<file path="config.mk">
export PLATFORM = sky130hd
export DESIGN_NAME = sad_accum
export DESIGN_NICKNAME = d
export VERILOG_FILES = /design/src/rtl/sad_accum.sv
export SDC_FILE = /design/constraint.sdc
export NUM_CORES = 1
export LEC_CHECK = 0
export ABC_AREA = 1
export ABC_CLOCK_PERIOD_IN_PS = 4200
export CORE_MARGIN = 4
export CORE_UTILIZATION = 56
export DETAILED_ROUTE_END_ITERATION = 16
export PLACE_DENSITY = 0.83
export SYNTH_ARGS = -nofsm -noshare
export SYNTH_HDL_FRONTEND = slang
export SYNTH_SLANG_ARGS = --single-unit
</file>
<file path="constraint.sdc">
create_clock -name clk -period 4.2 [get_ports clk]
set_input_delay 0.84 -clock clk [delete_from_list [all_inputs] [get_ports clk]]
set_output_delay 0.84 -clock clk [all_outputs]
set_load 0.02 [all_outputs]
</file>
<file path="src/rtl/sad_accum.sv">
// Streaming sum-of-absolute-differences: registers |aIn-bIn| per accepted pair and sums CNT of them.
// Define SAD_SIGNED_EN to treat aIn/bIn as two's-complement; otherwise they are unsigned.
`timescale 1ns/1ps

module sad_accum #(
    parameter int N     = 8,
    parameter int CNT   = 16,
    parameter int ACC_W = N + $clog2(CNT) + 1
) (
    input  logic             clk,
    input  logic             rst,
    input  logic             in_valid,
    output logic             in_ready,
    input  logic [N-1:0]     aIn,
    input  logic [N-1:0]     bIn,
    output logic             out_valid,
    input  logic             out_ready,
    output logic [ACC_W-1:0] out,
    output logic             busy
);

    localparam int CNT_W = (CNT > 1) ? $clog2(CNT) : 1;
    localparam logic [CNT_W-1:0] LAST = CNT_W'(CNT - 1);

    typedef enum logic [1:0] {ST_ACC, ST_DRAIN, ST_HOLD} state_t;

    state_t             r_state;
    logic [CNT_W-1:0]   r_cnt;
    logic [N-1:0]       r_diff;
    logic               r_diff_v;
    logic [ACC_W-1:0]   r_acc;
    logic               r_in_ready;
    logic               r_out_valid;
    logic [N-1:0]       w_absdiff;
    logic [ACC_W-1:0]   w_acc_sum;

`ifdef SAD_SIGNED_EN
    // One extra bit holds any signed difference; its magnitude still fits N bits.
    logic signed [N:0] w_sdiff;
    assign w_sdiff   = $signed({aIn[N-1], aIn}) - $signed({bIn[N-1], bIn});
    assign w_absdiff = w_sdiff[N] ? N'(-w_sdiff) : N'(w_sdiff);
`else
    assign w_absdiff = (aIn >= bIn) ? (aIn - bIn) : (bIn - aIn);
`endif

    assign w_acc_sum = r_acc + ACC_W'(r_diff);

    // NOTE: all state below uses non-blocking assignments so every register samples pre-edge values.
    always_ff @(posedge clk) begin
        if (rst) begin
            r_state     <= ST_ACC;
            r_cnt       <= '0;
            r_diff      <= '0;
            r_diff_v    <= 1'b0;
            r_acc       <= '0;
            r_in_ready  <= 1'b1;
            r_out_valid <= 1'b0;
        end else begin
            case (r_state)
                ST_ACC: begin
                    r_diff_v <= in_valid;
                    if (in_valid) r_diff <= w_absdiff;
                    if (r_diff_v) r_acc <= w_acc_sum;
                    if (in_valid) begin
                        if (r_cnt == LAST) begin
                            r_cnt      <= '0;
                            r_state    <= ST_DRAIN;
                            r_in_ready <= 1'b0;
                        end else begin
                            r_cnt <= r_cnt + 1'b1;
                        end
                    end
                end
                ST_DRAIN: begin
                    // The last difference is still in r_diff; fold it in before presenting.
                    r_acc       <= w_acc_sum;
                    r_diff_v    <= 1'b0;
                    r_state     <= ST_HOLD;
                    r_out_valid <= 1'b1;
                end
                ST_HOLD: begin
                    if (out_ready) begin
                        r_acc       <= '0;
                        r_state     <= ST_ACC;
                        r_out_valid <= 1'b0;
                        r_in_ready  <= 1'b1;
                    end
                end
                default: begin
                    r_state     <= ST_ACC;
                    r_in_ready  <= 1'b1;
                    r_out_valid <= 1'b0;
                end
            endcase
        end
    end

    assign in_ready  = r_in_ready;
    assign out_valid = r_out_valid;
    assign out       = r_acc;
    assign busy      = (r_state != ST_ACC) || (r_cnt != '0) || r_diff_v;

endmodule

</file>
==> reports/summary.txt <==
Total GRT Usage - 19.7%
Max clock buf depth - 2
I/O Buffers - 35
Syn. warnings - 0
Fill cells - 399
status - complete, no violations
Leak - 1.58 nW
Initial Utilization - 58.0%
async set-reset flop share out of synthesis - 0%
CP cell instances - clkdlybuf4s50_1, inv_1, ha_1, fa_1, inv_1, nand2_1, nand2_2, nand2_2, nand3_4, inv_2, nand2_1, nand3_1, nand2_1, inv_1
synth unique cells - 38
post-DP HPWL - 4.13 mm
largest net degree at the start of global routing - 21
Setup crit end kind - register
top-level port count - 36
CTS Hold Bufs - 0
Synth Cell Area - 0.00252 mm^2
Via density - 5.02
# resized after CTS - 0
Worst Path Max Fanout - 9
synthesis-stage register bit count - 30
Hold Crit Class - register to register
Post-synth EDFFs - 0
vias in the first global route - 2206
Core Footprint - 0.00435 mm^2
fin crit period - 2.56 ns
row cnt - 24
first-pass GRT wire length - 8.74 mm
area of the multi-input gates - 0.00160 mm^2
initial antenna violation count - 0
initial DRC count - 90
top cell type by total area after synthesis - dfxtp_1
GRT overflow - 0
Clock Latency Late Sink - 0.28 ns
CTS Sinks - 30
Hold Vio Cnt, Final - 0
clk_skew - 0.00802 ns
CTS H-tree lvls - 2
RSZ-0062 raised after global routing - no
drt pass-1 iters - 6
CP delay by family, top - buffers and inverters
Fin Setup TNS - 0 ns
Startpoint Class - input port
Seq/Total Area, Yosys - 23.8%
Slew @ Worst Pin - 0.606 ns
Post-Syn Instances - 397
DRC Markers - 0
Syn Area/Cell - 6.36 um^2
worst vdd ir - 0.121 mV
largest stage delay on the critical path - 0.49 ns
Tcrit/Tclk final - 60.9%
top post-synthesis cells by area - dfxtp_1 (24%), nand2_1 (17%), ha_1 (14%)
Worst EP required - 4.37 ns
dpl cell area - 0.00290 mm^2
maximum clock frequency - 391 MHz
n_diodes - 0
Yosys top cell area share - 23.8%
Post-CTS Setup Inserts - 0
total number of vias - 2439
CTS clk-pin slew, worst paths - 0.07 ns
fraction of layout instances using a drive strength above 1 - 5.76%
CTS Buf Count - 5
Die ar. - 0.00564 mm^2
post-route ant nets - 0
syn nets - 448
crit path DAT - 2.73 ns
die height - 75.1 um
final WL - 5.13 mm
Post-synth top flop - dfxtp_1
TritonCTS clock tree - built
post-route cell area - 0.00300 mm^2
critical path class - input port to register
area occupied by registers - 601 um^2
final RePlAce weighted congestion - 0.912
Slew Viols, Final - 0
buffers and inverters on the worst path - 5
final setup vio count - 0
wire per inst - 10.6 um
Final #Nets - 484
Max-cap violations - 0
critical path's slowest cell - clkdlybuf4s50_1
pwr/cell area - 295 mW/mm^2
relative slew slack - 59.6%
root buffer cell - clkbuf_8
Syn-to-layout area delta - 18.8%
die width - 75.1 um
path summary, 6_finish.rpt:
| check | slack [ns] | startpoint | to | cells after the start |
|---|---|---|---|---|
| worst max-delay path | 1.64 | aIn[0] | r_diff[4] | 14 |
| worst min register to register | 0.46 | in_ready | in_ready | 1 |
| worst max register to register | 2.24 | out[0] | out[10] | 13 |
| worst min-delay path | 0.46 | in_ready | in_ready | 1 |
sequential cells by signal (all words and copies together) (netlist names):
name and flops:
out 13, r_diff_v 1, r_cnt 4, in_ready 1
r_diff 8, out_valid 1, r_state 2
area by class of cell:
cell class | instances | area share, %
clock inverter | 2 | 0.417
clock buffer | 6 | 2.75
inverter | 74 | 9.27
sequential | 30 | 20.0
tap | 52 | 2.17
timing repair buffer | 36 | 11.9
multi-input combinational | 286 | 53.4
logic make-up after synthesis:
kind of cell	Yosys count	synth area share, %
AND/OR/NAND/NOR	203	34.6
buffers and inverters	81	12.7
AO/OA/AOI/OAI	45	10.1
adder cells (fa/ha/maj)	31	16.3
flip-flops	30	23.8
XOR/XNOR	6	2.08
multiplexers	1	0.397
synth_stat cells, types with 2 or more instances:
| master | instances |
|---|---|
| xnor2_1 | 3 |
| nor2_2 | 2 |
| a21oi_2 | 2 |
| inv_1 | 68 |
| buf_2 | 2 |
| nand2_1 | 116 |
| o21bai_1 | 2 |
| inv_2 | 5 |
| nand2_2 | 2 |
| nand4_1 | 6 |
| nand3_1 | 32 |
| fa_1 | 3 |
| nor2_1 | 35 |
| a21oi_1 | 28 |
| o21ai_0 | 5 |
| buf_4 | 2 |
| ha_1 | 28 |
| xor2_1 | 3 |
| a21o_1 | 2 |
| dfxtp_1 | 30 |
| nand3b_1 | 2 |
| nor3_1 | 3 |
cells in the final DEF, fill, tap and decap left out, drive strengths merged:
cell type,count
mux2i,1
clkinvlp,1
o21a,1
xnor2,3
nand4,7
ha,28
nand3,33
nor2,38
nor3,3
clkbuf,6
nand2,118
fa,3
a31oi,1
clkinv,2
dfxtp,30
o21ai,7
a211oi,1
o21bai,2
xor2,3
clkdlybuf4s50,35
buf,1
inv,73
a21o,2
nand3b,2
or2,2
a22oi,1
a21oi,30
per-layer routing:
metal  share of wire [%]  GRT usage (%)
met1                  44           21.8
met2                  49           36.4
met3                 4.4           3.87
met4                 2.3           8.35
met5                   0              0
metrics by stage:
| stage | power [mW] | util (%) | setup WS (ns) | instances | hold slack [ns] |
|---|---|---|---|---|---|
| final | 0.886 | 68.9 | 1.64 | 486 | 0.457 |
| after global placement | 0.643 | 66.7 | 1.44 | 478 | 0.439 |
| after CTS | 0.894 | 68.9 | 1.64 | 486 | 0.460 |
| after floorplan | 0.564 | - | 2.01 | 397 | 0.464 |
| after global routing | 0.953 | 68.9 | 1.48 | 486 | 0.486 |
| after detailed placement | 0.650 | 66.7 | 1.37 | 478 | 0.444 |
where the power goes:
group          internal (mW)  leakage [nW]  switching [mW]
sequential             0.309         0.245          0.0177
clock                  0.131        0.0472           0.111
combinational          0.130          1.28           0.187
total                  0.570          1.58           0.315
Power figures use the tool's default switching activity.
==> RTL edit 1, RTL diff (same settings) <==
The parameter `N` goes from 8 to 7.
--- a/src/rtl/sad_accum.sv
+++ b/src/rtl/sad_accum.sv
@@ -3,7 +3,7 @@
 `timescale 1ns/1ps
 
 module sad_accum #(
-    parameter int N     = 8,
+    parameter int N     = 7,
     parameter int CNT   = 16,
     parameter int ACC_W = N + $clog2(CNT) + 1
 ) (
Ports: changed (resized aIn, bIn and out); port bits go from 36 to 33. The function was not compared with the original's and may differ.
==> RTL edit 1 against the original RTL <==
- worst setup slack lost 0.12 ns
- final area shrank 7.3%
- wire length shrank 9.1%
- register-to-register slack gained 0.19 ns
- cell count shrank 10%
- synthesized cell count shrank 11%
- sequential cell count shrank 2
- combinational power shrank 15%
- power shrank 12%
- area after synthesis shrank 6.7%
==> RTL edit 1: results (changes against the original RTL) <==
| Metric | Value |
|---|---|
| RR Endpoint | out[4] |
| WL met2 | 2430 um (-3.3%) |
| WL met1 | 2040 um (-10%) |
| GP Congestion | 0.909 (-0.34%) |
| XOR/XNOR Fraction of Synth Area | 0.0335 (+0.0127) |
| Hold Path Depth | 2 (+1) |
| Status | complete, no violations |
| Fin nets | 433 (-11%) |
| Clock latency on the worst-skew pair | 0.28 ns (about the same) |
| Setup ws final | 1.52 ns (-0.124 ns) |
| Mux cell area share after synthesis | 0 (-0.00397) |
| H-tree Lvls | 1 (-1) |
| Largest cells by area after synthesis | dfxtp_1 24%, nand2_1 15%, ha_1 13% |
| Slew HR | 0.585 (-0.0115) |
| Post-Synthesis Net Count | 401 (-10%) |
| Sequential area share after synthesis | 0.238 (about the same) |
| CTS max path bufs | 2 (unchanged) |
| Vias | 2217 (-9.1%) |
| TritonRoute pass-1 iters | 7 (+1) |
| Worst min path class | reg -> reg |
| Register-to-register setup slack | 2.43 ns (+0.19 ns) |
| Yosys cell types | 32 (-16%) |
| Post-DP HPWL | 3770 um (-8.7%) |
| Area share of fa/ha/maj cells after synthesis | 0.158 (-0.00419) |
| Max reg flops | 12 (-1) |
| Max FO, Critical Path | 6 (-3) |
| Leak | 1.37 nW (-13%) |
| Met3 WL | 148 um (-35%) |
| Worst clock skew | 0.00895 ns (+0.000928 ns) |
| Arr. time, crit path | 1.84 ns (-0.89 ns) |
| Crit path launch | r_state[0] |
| Drt initial violations | 70 (-22%) |
| Routed wire length | 4670 um (-9.1%) |
| Global Route Usage Sum | 0.191 (-0.00613) |
| CTS Buf Count | 3 (-2) |
| Clock-pin transition on the worst setup and hold timing paths | 0.10 ns (+0.03 ns) |
| CP max-delay cell | clkdlybuf4s50_1 |
| Reg2Reg Depth | 7 (-6) |
| Top Metal Used | met4 |
| Complex-gate fraction of the synthesized area | 0.0946 (-0.00651) |
| Top cells by count, synth | 95 x nand2_1, 57 x inv_1, 32 x nor2_1 |
| Worst VDD drop | 0.131 mV (+8.5%) |
| Vias in the first global route | 2069 (-6.2%) |
| First-pass GRT wire length | 8360 um (-4.4%) |
| IO Port Bufs | 32 (-8.6%) |
| Share of layout cells above drive strength 1 | 0.0829 (+0.0253) |
| CP max stage delay | 0.60 ns (+0.11 ns) |
| # diodes | 0 (unchanged) |
| CP Capture Point | busy |
==> RTL edit 1: cell type report <==
cell class              count  area, sq um
well taps                  50         62.6
multi-input cells         259         1520
fillers                   359         1250
clock buffers               3         41.3
repair buffers             32          320
clock inverters             1         30.0
flip-flops and latches     28          561
inverters                  63          240
==> RTL edit 1: per-layer routing <==
| metal | track usage | vias to the layer above |
|---|---|---|
| li1 | - | 1174 |
| met1 | 0.219 | 1002 |
| met2 | 0.373 | 37 |
| met3 | 0.0165 | 4 |
| met4 | 0.0492 | 0 |
| met5 | 0 | - |
==> RTL edit 1: worst min-delay path by stage <==
stage          startpoint    endpoint  slack [ns]
2_1_floorplan  r_state[0]  r_state[0]        0.46
3_3_place_gp   r_state[0]  r_state[0]        0.47
5_1_grt          in_ready    in_ready        0.53
3_5_place_dp      out[11]     out[11]        0.48
4_1_cts           out[11]     out[11]        0.49
6_report          out[11]     out[11]        0.48
==> RTL edit 1: power breakdown <==
part	leakage (nW)	switching [mW]	total, mW	internal (mW)
logic	1.11	0.161	0.270	0.109
clock network	0.0357	0.0855	0.213	0.128
registers	0.229	0.0145	0.299	0.285
total	1.37	0.261	0.782	0.521
==> RTL edit 1: cells by family (layout without fill, tap and decap cells) <==
| logic type | count (synthesis) | after routing |
|---|---|---|
| adder cells (fa/ha/maj) | 28 | 28 |
| buffers and inverters | 68 | 99 |
| XOR/XNOR | 9 | 9 |
| AO/OA/AOI/OAI | 36 | 36 |
| AND/OR/NAND/NOR | 186 | 186 |
| flip-flops | 28 | 28 |
==> RTL edit 1: per-stage QoR <==
stage / cells / cell area (sq um)
after floorplan: 355 / 2350
after global routing: 436 / 2780
after global placement: 432 / 2710
after CTS: 436 / 2780
final: 436 / 2780
after detailed placement: 432 / 2710
==> RTL edit 1: critical path, delay by kind of cell (launching register included) <==
| family | cells | cell delay, ns |
|---|---|---|
| buffers and inverters | 3 | 0.81 |
| flip-flops | 1 | 0.38 |
| adder cells (fa/ha/maj) | 1 | 0.24 |
| AND/OR/NAND/NOR | 2 | 0.13 |
==> RTL edit 2, RTL diff (same flow settings) <==
Without the edit above. Reset style: asynchronous (`rst`), changed in one clocked block.
--- a/src/rtl/sad_accum.sv
+++ b/src/rtl/sad_accum.sv
@@ -46,7 +46,7 @@
     assign w_acc_sum = r_acc + ACC_W'(r_diff);
 
     // NOTE: all state below uses non-blocking assignments so every register samples pre-edge values.
-    always_ff @(posedge clk) begin
+    always_ff @(posedge clk or posedge rst) begin
         if (rst) begin
             r_state     <= ST_ACC;
             r_cnt       <= '0;
Function: differs if rst is asserted again (counterexample within 4 cycles, from zero or initial values and one cycle with rst high); with rst held inactive, the same outputs for 10 cycles.
==> RTL edit 2 against the original RTL <==
- worst hold slack better by 0.036 ns
- area after synthesis rose by 5.8%
- utilization is 1.1 points higher
- final area rose by 4.3%
- wire length up 6.3%
- sequential cell count is the same
- worst setup slack lost 0.16 ns
- synthesized cell count fell by 5.0%
- highest routed layer unchanged
Power is not compared: it rests on default switching activity, and its combinational part moved more than twofold at a synthesized area within 25%.
==> RTL edit 2: results (changes against the original RTL) <==
| Metric | Value |
|---|---|
| Status | complete, no violations |
| XOR/XNOR Fraction of Synth Area | 0.0295 (+0.00871) |
| Yosys cell types | 39 (+2.6%) |
| Setup Buffers After CTS | 0 (unchanged) |
| P_int | just under 1 mW |
| Largest cells by area after synthesis | dfrtp_1 27%, nand2_1 17%, ha_1 13% |
| Top cells by count, synth | 122 x nand2_1, 56 x inv_1, 29 x dfrtp_1 |
| Worst clock skew | 0.0112 ns (+0.00318 ns) |
| Max reg flops | 13 (unchanged) |
| Routed wire length | 5460 um (+6.3%) |
| Number of antenna violations at the first check in global routing | 0 (unchanged) |
| Clock latency on the worst-skew pair | between 0.2 and 0.3 ns |
| Placed Area | 0.00303 sq mm (+4.5%) |
| Area share of fa/ha/maj cells after synthesis | 0.154 (-0.00884) |
| Sequential area share after synthesis | 0.282 (+0.0438) |
| Leak | around 1.7 nW |
| Post-Synthesis Net Count | 428 (-4.5%) |
| Via density | 5.17 (+3.0%) |
| WL met2 | 2700 um (+7.6%) |
| CTS Buf Count | 5 (unchanged) |
| Drt initial violations | 132 (+47%) |
| GR Util met1 | 0.240 (+0.0212) |
| Worst VDD drop | between 0.2 and 0.3 mV |
| Met3 WL | 219 um (-3.1%) |
| Slew Limit Fails | 0 (unchanged) |
| Global Route Usage Sum | 0.197 (-0.000565) |
| Cells after DPL | 459 (-4.0%) |
| Comb power frac | 0.604 |
| # diodes | 0 (unchanged) |
| Vias in the first global route | 2266 (+2.7%) |
| Non-Filler Instances | 467 (-3.9%) |
| Fraction of registers with async set/reset | 1.00 (+1.00) |
| GP Congestion | 0.890 (-2.5%) |
| Post-DP HPWL | 4430 um (+7.2%) |
| Mux cell area share after synthesis | 0 (-0.00397) |
| Sw frac | 0.484 |
| TritonRoute pass-1 iters | 4 (-2) |
| Largest net degree at the start of global routing | 31 (+48%) |
| Complex-gate fraction of the synthesized area | 0.0989 (-0.00222) |
| Mapped Cells | 377 (-5.0%) |
| Worst min path class | reg -> reg |
| Met3 GRT Util | 0.0410 (+0.00227) |
| Clock group | approximately 0.25 mW |
| Slew HR | 0.720 (+0.123) |
| Share of layout cells above drive strength 1 | 0.113 (+0.0556) |
| First-pass GRT wire length | 9660 um (+11%) |
| Max FO, Critical Path | 5 (-4) |
| WL met1 | 2450 um (+7.5%) |
| IO Port Bufs | 35 (unchanged) |
| Met2 Track Usage GR | 0.346 (-0.0178) |
| CTS root buffer | clkbuf_8 |
| Number of synthesis warnings | 0 (unchanged) |
| Place WS | 1.39 ns (+0.0195 ns) |
| CTS max path bufs | 2 (unchanged) |
| Top Metal Used | met4 |
| H-tree Lvls | 2 (unchanged) |
[RTL edit 2: worst paths after layout]
kind	start	to	slack (ns)	depth (start not counted)
min in group asynchronous	rst	out[12]	0.94	3
max reg2reg	r_state[0]	r_cnt[2]	2.36	6
min	r_diff[4]	r_diff[4]	0.49	2
max in group asynchronous	rst	in_ready	2.93	3
min reg2reg	r_diff[4]	r_diff[4]	0.49	2
max	r_state[0]	busy	1.48	6
[RTL edit 2: critical path, cell delays in order, from the launching register on]
cell and delay (ns):
dfrtp_1 0.40, inv_1 0.09, ha_1 0.25, inv_2 0.09, nor2_4 0.12, nand4_1 0.09
clkdlybuf4s50_1 0.55
[RTL edit 2: area by class of cell]
type / count / area [sq um]
Clock inverter: 2 / 12.5
Tap cell: 52 / 65.1
Timing Repair Buffer: 36 / 358
Inverter: 67 / 259
Clock buffer: 6 / 82.6
Multi-Input combinational cell: 274 / 1600
Sequential cell: 30 / 752
Fill cell: 357 / 1350
